**src/rtl/jk_cnt_pkg.sv**
```systemverilog
// jk_cnt_pkg: definitions shared by the JK-cell counter.
//   - JK input codes (J,K) for hold/clear/set/toggle
//   - default WIDTH/MODULUS for the counter
//   - jk_excite(): toggle-form excitation for one bit, given current and next state
package jk_cnt_pkg;

    localparam logic [1:0] JK_HOLD = 2'b00;
    localparam logic [1:0] JK_CLR  = 2'b01;
    localparam logic [1:0] JK_SET  = 2'b10;
    localparam logic [1:0] JK_TGL  = 2'b11;

    localparam int unsigned DEF_WIDTH   = 4;
    localparam int unsigned DEF_MODULUS = 10;

    // Toggle form: a changing bit gets J=K=1, a steady bit gets J=K=0.
    function automatic logic [1:0] jk_excite(input logic cur, input logic nxt);
        return (cur ^ nxt) ? JK_TGL : JK_HOLD;
    endfunction

endpackage

```
**src/rtl/jk_counter_ctrl_if.sv**
```systemverilog
// jk_counter_ctrl_if: control/status bundle of the JK counter.
//   EN, UP, LOAD, D     : count enable, direction, parallel load, load value (master -> slave)
//   Q, J, K             : count and per-cell excitation (slave -> master)
//   TC, WRAP, LOAD_ERR  : terminal count, wrap pulse, out-of-range load pulse (slave -> master)
interface jk_counter_ctrl_if #(
    parameter int unsigned WIDTH = 4
);
    logic             EN;
    logic             UP;
    logic             LOAD;
    logic [WIDTH-1:0] D;
    logic [WIDTH-1:0] Q;
    logic [WIDTH-1:0] J;
    logic [WIDTH-1:0] K;
    logic             TC;
    logic             WRAP;
    logic             LOAD_ERR;

    modport master (
        output EN, UP, LOAD, D,
        input  Q, J, K, TC, WRAP, LOAD_ERR
    );

    modport slave (
        input  EN, UP, LOAD, D,
        output Q, J, K, TC, WRAP, LOAD_ERR
    );
endinterface

```
**src/rtl/jk_counter_ctrl_cell.sv**
```systemverilog
// jk_cell: a single JK storage bit.
//   CLK : clock, updates on posedge
//   RST : synchronous reset to 0, active-high
//   J,K : 00 hold, 01 clear, 10 set, 11 toggle
//   Q   : stored bit
module jk_cell
    import jk_cnt_pkg::*;
(
    input  logic CLK,
    input  logic RST,
    input  logic J,
    input  logic K,
    output logic Q
);

    always_ff @(posedge CLK) begin
        if (RST) begin
            Q <= 1'b0;
        end else begin
            case ({J, K})
                JK_HOLD: Q <= Q;
                JK_CLR:  Q <= 1'b0;
                JK_SET:  Q <= 1'b1;
                default: Q <= ~Q;
            endcase
        end
    end

endmodule

```
**src/rtl/jk_counter_ctrl.sv**
```systemverilog
// jk_counter_ctrl: modulo up/down counter whose state lives in WIDTH JK cells.
// The next count is computed here and turned into toggle-form J/K for the cells.
//   CLK, RST : clock and synchronous active-high reset
//   bus      : jk_counter_ctrl_if.slave (EN, UP, LOAD, D in; Q, J, K, TC, WRAP, LOAD_ERR out)
// Parameters: WIDTH (cells), MODULUS (count range 0..MODULUS-1, 2..2**WIDTH).
// Build option: define JK_CNT_SATURATE_EN to saturate at the ends instead of wrapping.
module jk_counter_ctrl
    import jk_cnt_pkg::*;
#(
    parameter int unsigned WIDTH   = DEF_WIDTH,
    parameter int unsigned MODULUS = DEF_MODULUS
) (
    input  logic               CLK,
    input  logic               RST,
    jk_counter_ctrl_if.slave   bus
);

    if (MODULUS < 2 || MODULUS > (64'd1 << WIDTH)) begin : g_bad_modulus
        $error("jk_counter_ctrl: MODULUS out of range for WIDTH");
    end

    localparam logic [WIDTH-1:0] MAX = WIDTH'(MODULUS - 1);

    logic [WIDTH-1:0] q;
    logic [WIDTH-1:0] nxt;
    logic [WIDTH-1:0] j;
    logic [WIDTH-1:0] k;
    logic             term;
    logic             tc;
    logic             wrap_now;
    logic             load_bad;
    logic             wrap_q;
    logic             load_err_q;

    always_comb begin
        nxt      = q;
        wrap_now = 1'b0;
        load_bad = 1'b0;
        term     = bus.UP ? (q == MAX) : (q == '0);
        tc       = ~RST & bus.EN & ~bus.LOAD & term;
        if (RST) begin
            // Next state 0 makes every set bit toggle and every clear bit hold.
            nxt = '0;
        end else if (bus.LOAD) begin
            if (64'(bus.D) < 64'(MODULUS)) begin
                nxt = bus.D;
            end else begin
                nxt      = MAX;
                load_bad = 1'b1;
            end
        end else if (bus.EN) begin
            if (term) begin
`ifdef JK_CNT_SATURATE_EN
                nxt = q;
`else
                nxt      = bus.UP ? '0 : MAX;
                wrap_now = 1'b1;
`endif
            end else begin
                nxt = bus.UP ? q + 1'b1 : q - 1'b1;
            end
        end
    end

    for (genvar i = 0; i < WIDTH; i++) begin : g_cell
        assign {j[i], k[i]} = jk_excite(q[i], nxt[i]);

        jk_cell u_cell (
            .CLK (CLK),
            .RST (RST),
            .J   (j[i]),
            .K   (k[i]),
            .Q   (q[i])
        );
    end

    always_ff @(posedge CLK) begin
        if (RST) begin
            wrap_q     <= 1'b0;
            load_err_q <= 1'b0;
        end else begin
            wrap_q     <= wrap_now;
            load_err_q <= load_bad;
        end
    end

    assign bus.Q        = q;
    assign bus.J        = j;
    assign bus.K        = k;
    assign bus.TC       = tc;
    assign bus.WRAP     = wrap_q;
    assign bus.LOAD_ERR = load_err_q;

endmodule

```
**src/flat_wrapper.sv**
```systemverilog
// flat-port wrapper written by rule: the top's interface ports become plain ports
module jk_counter_ctrl_flat import jk_cnt_pkg::*;
#(
    parameter int unsigned WIDTH   = DEF_WIDTH,
    parameter int unsigned MODULUS = DEF_MODULUS
)
  (CLK, RST, bus_EN, bus_UP, bus_LOAD, bus_D, bus_Q, bus_J, bus_K, bus_TC, bus_WRAP, bus_LOAD_ERR);
  jk_counter_ctrl_if #(.WIDTH(WIDTH)) bus_i ();
  input  logic CLK;
  input  logic RST;
  input wire logic [$bits(bus_i.EN)-1:0] bus_EN;
  input wire logic [$bits(bus_i.UP)-1:0] bus_UP;
  input wire logic [$bits(bus_i.LOAD)-1:0] bus_LOAD;
  input wire logic [$bits(bus_i.D)-1:0] bus_D;
  output wire logic [$bits(bus_i.Q)-1:0] bus_Q;
  output wire logic [$bits(bus_i.J)-1:0] bus_J;
  output wire logic [$bits(bus_i.K)-1:0] bus_K;
  output wire logic [$bits(bus_i.TC)-1:0] bus_TC;
  output wire logic [$bits(bus_i.WRAP)-1:0] bus_WRAP;
  output wire logic [$bits(bus_i.LOAD_ERR)-1:0] bus_LOAD_ERR;
  assign bus_i.EN = bus_EN;
  assign bus_i.UP = bus_UP;
  assign bus_i.LOAD = bus_LOAD;
  assign bus_i.D = bus_D;
  assign bus_Q = bus_i.Q;
  assign bus_J = bus_i.J;
  assign bus_K = bus_i.K;
  assign bus_TC = bus_i.TC;
  assign bus_WRAP = bus_i.WRAP;
  assign bus_LOAD_ERR = bus_i.LOAD_ERR;
  jk_counter_ctrl #(.WIDTH(WIDTH), .MODULUS(MODULUS)) u_core (.CLK(CLK), .RST(RST), .bus(bus_i));
endmodule
```
**config.mk**
```make
export PLATFORM = sky130hd
export DESIGN_NAME = jk_counter_ctrl_flat
export DESIGN_NICKNAME = d
export VERILOG_FILES = /design/src/rtl/jk_cnt_pkg.sv /design/src/rtl/jk_counter_ctrl_if.sv /design/src/rtl/jk_counter_ctrl_cell.sv /design/src/rtl/jk_counter_ctrl.sv /design/src/flat_wrapper.sv
export SDC_FILE = /design/constraint.sdc
export NUM_CORES = 1
export LEC_CHECK = 0
export ABC_AREA = 1
export CAP_MARGIN = 20
export CORE_UTILIZATION = 45
export DETAILED_ROUTE_END_ITERATION = 16
export PLACE_DENSITY = 0.83
export SKIP_LAST_GASP = 1
export SLEW_MARGIN = 10
export SYNTH_ARGS = -nofsm -noshare
export SYNTH_HDL_FRONTEND = slang
export SYNTH_SLANG_ARGS = --single-unit
```
**constraint.sdc**
```tcl
create_clock -name CLK -period 3.2 [get_ports CLK]
set_input_delay 0.64 -clock CLK [delete_from_list [all_inputs] [get_ports CLK]]
set_output_delay 0.64 -clock CLK [all_outputs]
set_load 0.005 [all_outputs]
```
=== Word-level counts from Yosys, hierarchy flattened ===
Cells that the tools add are included.

* Div/mod/pow operators: 0
* $lt $le $gt $ge: 1
* Bitwise gates (word level): 14
* Shifts and indexed selects: 0
* Reductions and logical operators: 7
* Add/sub/neg operators: 2
* Multiply operators: 0
* Muxes and demuxes: 18
* Eq/ne operators: 9

{| class="wikitable"
|+ Operators by type and width
! cell !! number
|-
| 4-bit 2-to-1 mux || 7
|-
| 1-bit case mux with 3 select lines || 4
|-
| 2-bit by 1-bit == test with 1-bit output, second input constant || 4
|-
| 2-bit == test, second input constant || 4
|-
| 2-bit logical NOT || 4
|-
| 2-bit 2-to-1 mux || 4
|-
| 1-bit inverter || 7
|-
| 4-bit by 1-bit adder with 4-bit output, second input constant || 1
|-
| 4-bit == test, second input constant || 1
|-
| 4-bit logical NOT || 1
|-
| 4-bit < comparator, second input constant || 1
|-
| 4-bit by 1-bit subtractor with 4-bit output, second input constant || 1
|-
| 1-bit XOR || 4
|-
| 1-bit AND || 3
|-
| 1-bit 2-to-1 mux || 3
|-
| 3-bit OR reduction || 1
|-
| 2-bit OR reduction || 1
|}

* Output and inout port bits: 15
* Memories kept: 0
* Latch bits: 0
* Memory bits (read-only): 0
* Memory bits (writable): 0
* Word-level logic and storage cells: 57
* Flip-flop bits (word level): 6

=== Logic depth before layout (Yosys ltp) ===
* Depth in word-level cells: 10
* Depth in mapped cells: 12

=== By module ===
A second synthesis with hierarchy kept.

* Cells, all modules: 124
* Area total of the unflattened synthesis: 747.0 um^2

{| class="wikitable"
|+ By module, submodules not included
! module !! cells each !! seq. area each (um^2) !! area each (um^2) !! instances
|-
| jk_counter_ctrl || 76 || 40.0 || 416.6 || 1
|-
| jk_cell || 12 || 20.0 || 82.6 || 4
|}

=== Worst setup path before layout ===
Ideal clock, no wire load.

* Kind: input port to output port
* From: input port bus_UP
* To: output port bus_J[3]
* Setup slack: 0.818 ns
* Cell stages on the path: 11
* Data required time: 2.560 ns
* Arrival time: 1.742 ns
* Cell sequence: inv_1 ha_1 a21oi_1 nand3_1 nand3_1 nand2_1 nand2_1 nand2_1 nand2_1 nand2_1 buf_4

* Word-level cells in the longest chain between the ends: 7
* Elaborated cells on any way between the ends: 9
* Classes of those cells: mux (8); bitwise (1)

{| class="wikitable"
|+ Ends and longest elaborated chain
! element !! RTL line !! RTL
|-
| start: declaration || flat_wrapper.sv:12 || <nowiki>input wire logic [$bits(bus_i.UP)-1:0] bus_UP;</nowiki>
|-
| 4-bit 2-to-1 mux (tied with other cells) || jk_counter_ctrl.sv:60 || <nowiki>nxt = bus.UP ? q + 1'b1 : q - 1'b1;</nowiki>
|-
| 4-bit 2-to-1 mux * || jk_counter_ctrl.sv:52 || <nowiki>if (term) begin</nowiki>
|-
| 4-bit 2-to-1 mux * || jk_counter_ctrl.sv:51 || <nowiki>end else if (bus.EN) begin</nowiki>
|-
| 4-bit 2-to-1 mux * || jk_counter_ctrl.sv:44 || <nowiki>end else if (bus.LOAD) begin</nowiki>
|-
| 4-bit 2-to-1 mux * || jk_counter_ctrl.sv:41 || <nowiki>if (RST) begin</nowiki>
|-
| 1-bit XOR * || jk_cnt_pkg.sv:17 || <nowiki>return (cur ^ nxt) ? JK_TGL : JK_HOLD;</nowiki>
|-
| 2-bit 2-to-1 mux * || jk_cnt_pkg.sv:17 ||
|-
| end: declaration || flat_wrapper.sv:16 || <nowiki>output wire logic [$bits(bus_i.J)-1:0] bus_J;</nowiki>
|}

Mark *: on every way between the ends. The rest lies on a longest branch, timed or not.

=== Worst setup path in the final report ===
* From: input port bus_EN
* To: output port bus_K[1]

* Word-level cells in the longest chain between the ends: 5

{| class="wikitable"
|+ Ends and longest elaborated chain
! element !! RTL line !! RTL
|-
| start: declaration || flat_wrapper.sv:11 || <nowiki>input wire logic [$bits(bus_i.EN)-1:0] bus_EN;</nowiki>
|-
| 4-bit 2-to-1 mux || jk_counter_ctrl.sv:51 ||
|-
| 4-bit 2-to-1 mux || jk_counter_ctrl.sv:44 ||
|-
| 4-bit 2-to-1 mux || jk_counter_ctrl.sv:41 ||
|-
| 1-bit XOR || jk_cnt_pkg.sv:17 ||
|-
| 2-bit 2-to-1 mux || jk_cnt_pkg.sv:17 ||
|-
| end: declaration || flat_wrapper.sv:17 || <nowiki>output wire logic [$bits(bus_i.K)-1:0] bus_K;</nowiki>
|}

No other way between the ends.

==> results by group <==
GRT
  – Largest net degree at the start of global routing: 8
  – Grt ovf: 0
  – Vias in the first global route: 607
  – First-pass GRT wire length: 2410 µm
  – Initial antenna violation count: 0
  – Tot GR Track Use: 0.243

CTS
  – CTS max path bufs: 2
  – CTS tree: yes
  – Root buffer cell: clkbuf_4
  – Worst-path clk slew: 0.06 ns
  – H-tree Lvls: 1
  – Worst-Skew Late Latency: 0.26 ns
  – Clock sinks: 6
  – Inserted Clock Buffers: 3

STA
  – Final min period: 3.05 ns
  – Slew Viols, Final: 0
  – Final hold violation count: 0
  – Final setup violation count: 0
  – Final worst-path cycle share: 0.953
  – Worst-Margin Slew: 0.295 ns
  – F_max: 328 MHz
  – Unrepaired setup endpoints after global routing: no
  – Max_slew headroom: 0.803
  – Clock Skew: 0.00244 ns

Place
  – GPL Wtd Cong: 0.857
  – PortBufs: 23
  – Final HPWL DP: 1000 µm
  – Area after DPL: 776 µm²

Yosys
  – Top-area cell type share of the netlist area: 0.200
  – Ys Warns: 0
  – Synth area leader: dfxtp_1
  – Net Count, Synth: 103
  – Syn avg cell area: 6.59 µm²
  – Synthesized area: 599 µm²
  – Area contributors post-synth: dfxtp_1, buf_4, nand2_1
  – Primary FF master, synth: dfxtp_1
  – Syn Inst Count: 91
  – Cell variety after synth: 20
  – FFs w/ async S/R, synth: 0
  – Number of flops mapped to enable cells by yosys: 0
  – Post-synthesis sequential area ratio: 0.200
  – Seq cells post-synth: 6

Status
  – Status: finished, final reports clean

Worst setup path
  – WP data arrival: 2.41 ns
  – WS Path Type: primary input to primary output
  – Worst setup EP type: primary output
  – Worst setup SP type: primary input
  – Worst Path Required: 2.56 ns
  – Crit-path max FO: 6

Die
  – Die span in x: 38.5 µm
  – I/O pins: 24
  – DIE HEIGHT: 38.5 µm
  – Die area: 1480 µm²
  – Core Rows: 12
  – CORE AREA: 1170 µm²
  – Initial Util: 0.512

Final layout
  – Synthesis-to-finish area growth: 35.5%
  – Filler Cells Inserted: 97
  – Final antenna diode count: 0
  – Final instance area: 812 µm²
  – Nets: 122
  – Layout cells sized above 1: 0.213

Power
  – P per Cell Area: 359 nW/µm²
  – Total power: 291 µW
  – Max VDD drop: 209 µV
  – Leak pwr: 0.000397 µW

Job
  – Max-Cap Viols: 0

Route
  – Initial DRC Count: 20
  – Vias/cell: 5.02
  – DR WL/cell: 10.8 µm
  – Vias: 612
  – DRC violations left: 0
  – Final WL: 1320 µm
  – Post-route ant nets: 0
  – Drt pass-1 iters: 4

Hold path
  – Hold crit path type: register to register
## repair_timing
action | 4_1_cts | 5_1_grt
hold buffers | 0 | 0
gates resized for setup | 4 | 3
endpoints found under the setup margin | 6 | 6
setup buffers | 0 | 0
pin swaps | 2 | 0
## worst paths after layout
kind | from | to | slack [ns] | depth (start not counted)
worst max-delay path | bus_EN | bus_K[1] | 0.15 | 8
worst min-delay path | u_core.g_cell[0].u_cell.Q | u_core.bus.WRAP | 0.75 | 4
worst max register to register | u_core.g_cell[1].u_cell.Q | u_core.g_cell[1].u_cell.Q | 1.62 | 5
worst min register to register | u_core.g_cell[0].u_cell.Q | u_core.bus.WRAP | 0.75 | 4
## synth_stat cells, types with 2 or more instances
| master | count |
|---|---|
| nor3_1 | 3 |
| buf_4 | 12 |
| nand2_1 | 22 |
| inv_1 | 8 |
| nand4_1 | 2 |
| nand3_2 | 2 |
| ha_1 | 2 |
| dfxtp_1 | 6 |
| nor2_1 | 6 |
| nand3_1 | 8 |
| xnor2_1 | 2 |
| nand2_2 | 3 |
| a21oi_1 | 4 |
| inv_2 | 5 |
## where the power goes
group	switching, µW	internal, µW
combinational	54.4	68.3
sequential	8.81	79.9
clock	36.8	43.1
total	100	191
## state kept, by name, indices dropped and copies added (netlist names)
name / cells
u_core.bus.WRAP: 1
u_core.g_cell.u_cell.Q: 4
u_core.bus.LOAD_ERR: 1
## layer usage
layer / part of all wire / track usage / vias up / wire [µm]
met4: 0.014 / 0.103 / 0 / 18
met2: 0.49 / 0.404 / 19 / 651
met5: 0 / 0 / - / 0
met3: 0.056 / 0.116 / 3 / 74
li1: - / - / 313 / -
met1: 0.44 / 0.259 / 277 / 574
## stage by stage
stage	TNS [ns]	cells	setup slack, ns	utilization	hold slack (ns)
final	0	122	0.151	0.693	0.752
after global routing	0	122	0.0563	0.693	0.813
after CTS	0	122	0.0105	0.694	0.740
after detailed placement	-1.11	119	-0.202	0.662	0.732
after global placement	-0.878	119	-0.158	0.662	0.722
after floorplan	0	91	0.818	-	0.624
## cell families after synthesis
logic type	count (synthesis)	synth area share
DFF	6	0.200
xor gates and xnor gates	3	0.0438
and+or+nand+nor	46	0.353
adders and majority gates	3	0.0752
AOI/OAI and AO/OA	6	0.0668
buffers and inverters	27	0.261
## worst max-delay path: stages
cell and delay, ns:
clkdlybuf4s50_1 0.60, inv_1 0.11, nor2_1 0.14, o2111ai_2 0.15
nand2_1 0.11, nand2_1 0.06, nand2_1 0.08, clkdlybuf4s50_1 0.52
## layout make-up
class,count,area [µm²],share of cell area
Timing Repair Buffer,27,258,0.317
Inverter,14,55.1,0.0678
Clock buffer,3,22.5,0.0277
Tap cell,14,17.5,0.0216
Sequential cell,6,120,0.148
Multi-Input combinational cell,58,339,0.418
## cells in the final DEF, fill, tap and decap left out, types with 2 or more instances in the layout
| cell | count |
|---|---|
| nand2_1 | 22 |
| clkdlybuf4s50_1 | 21 |
| nand3_1 | 8 |
| inv_1 | 7 |
| nor2_1 | 6 |
| inv_2 | 6 |
| dfxtp_1 | 6 |
| buf_4 | 4 |
| nand2_2 | 3 |
| a21oi_1 | 3 |
| nor3_1 | 3 |
| clkbuf_4 | 3 |
| nand3_2 | 2 |
| nand4_1 | 2 |
| xnor2_1 | 2 |
No activity file was read; power rests on OpenSTA's default activity.
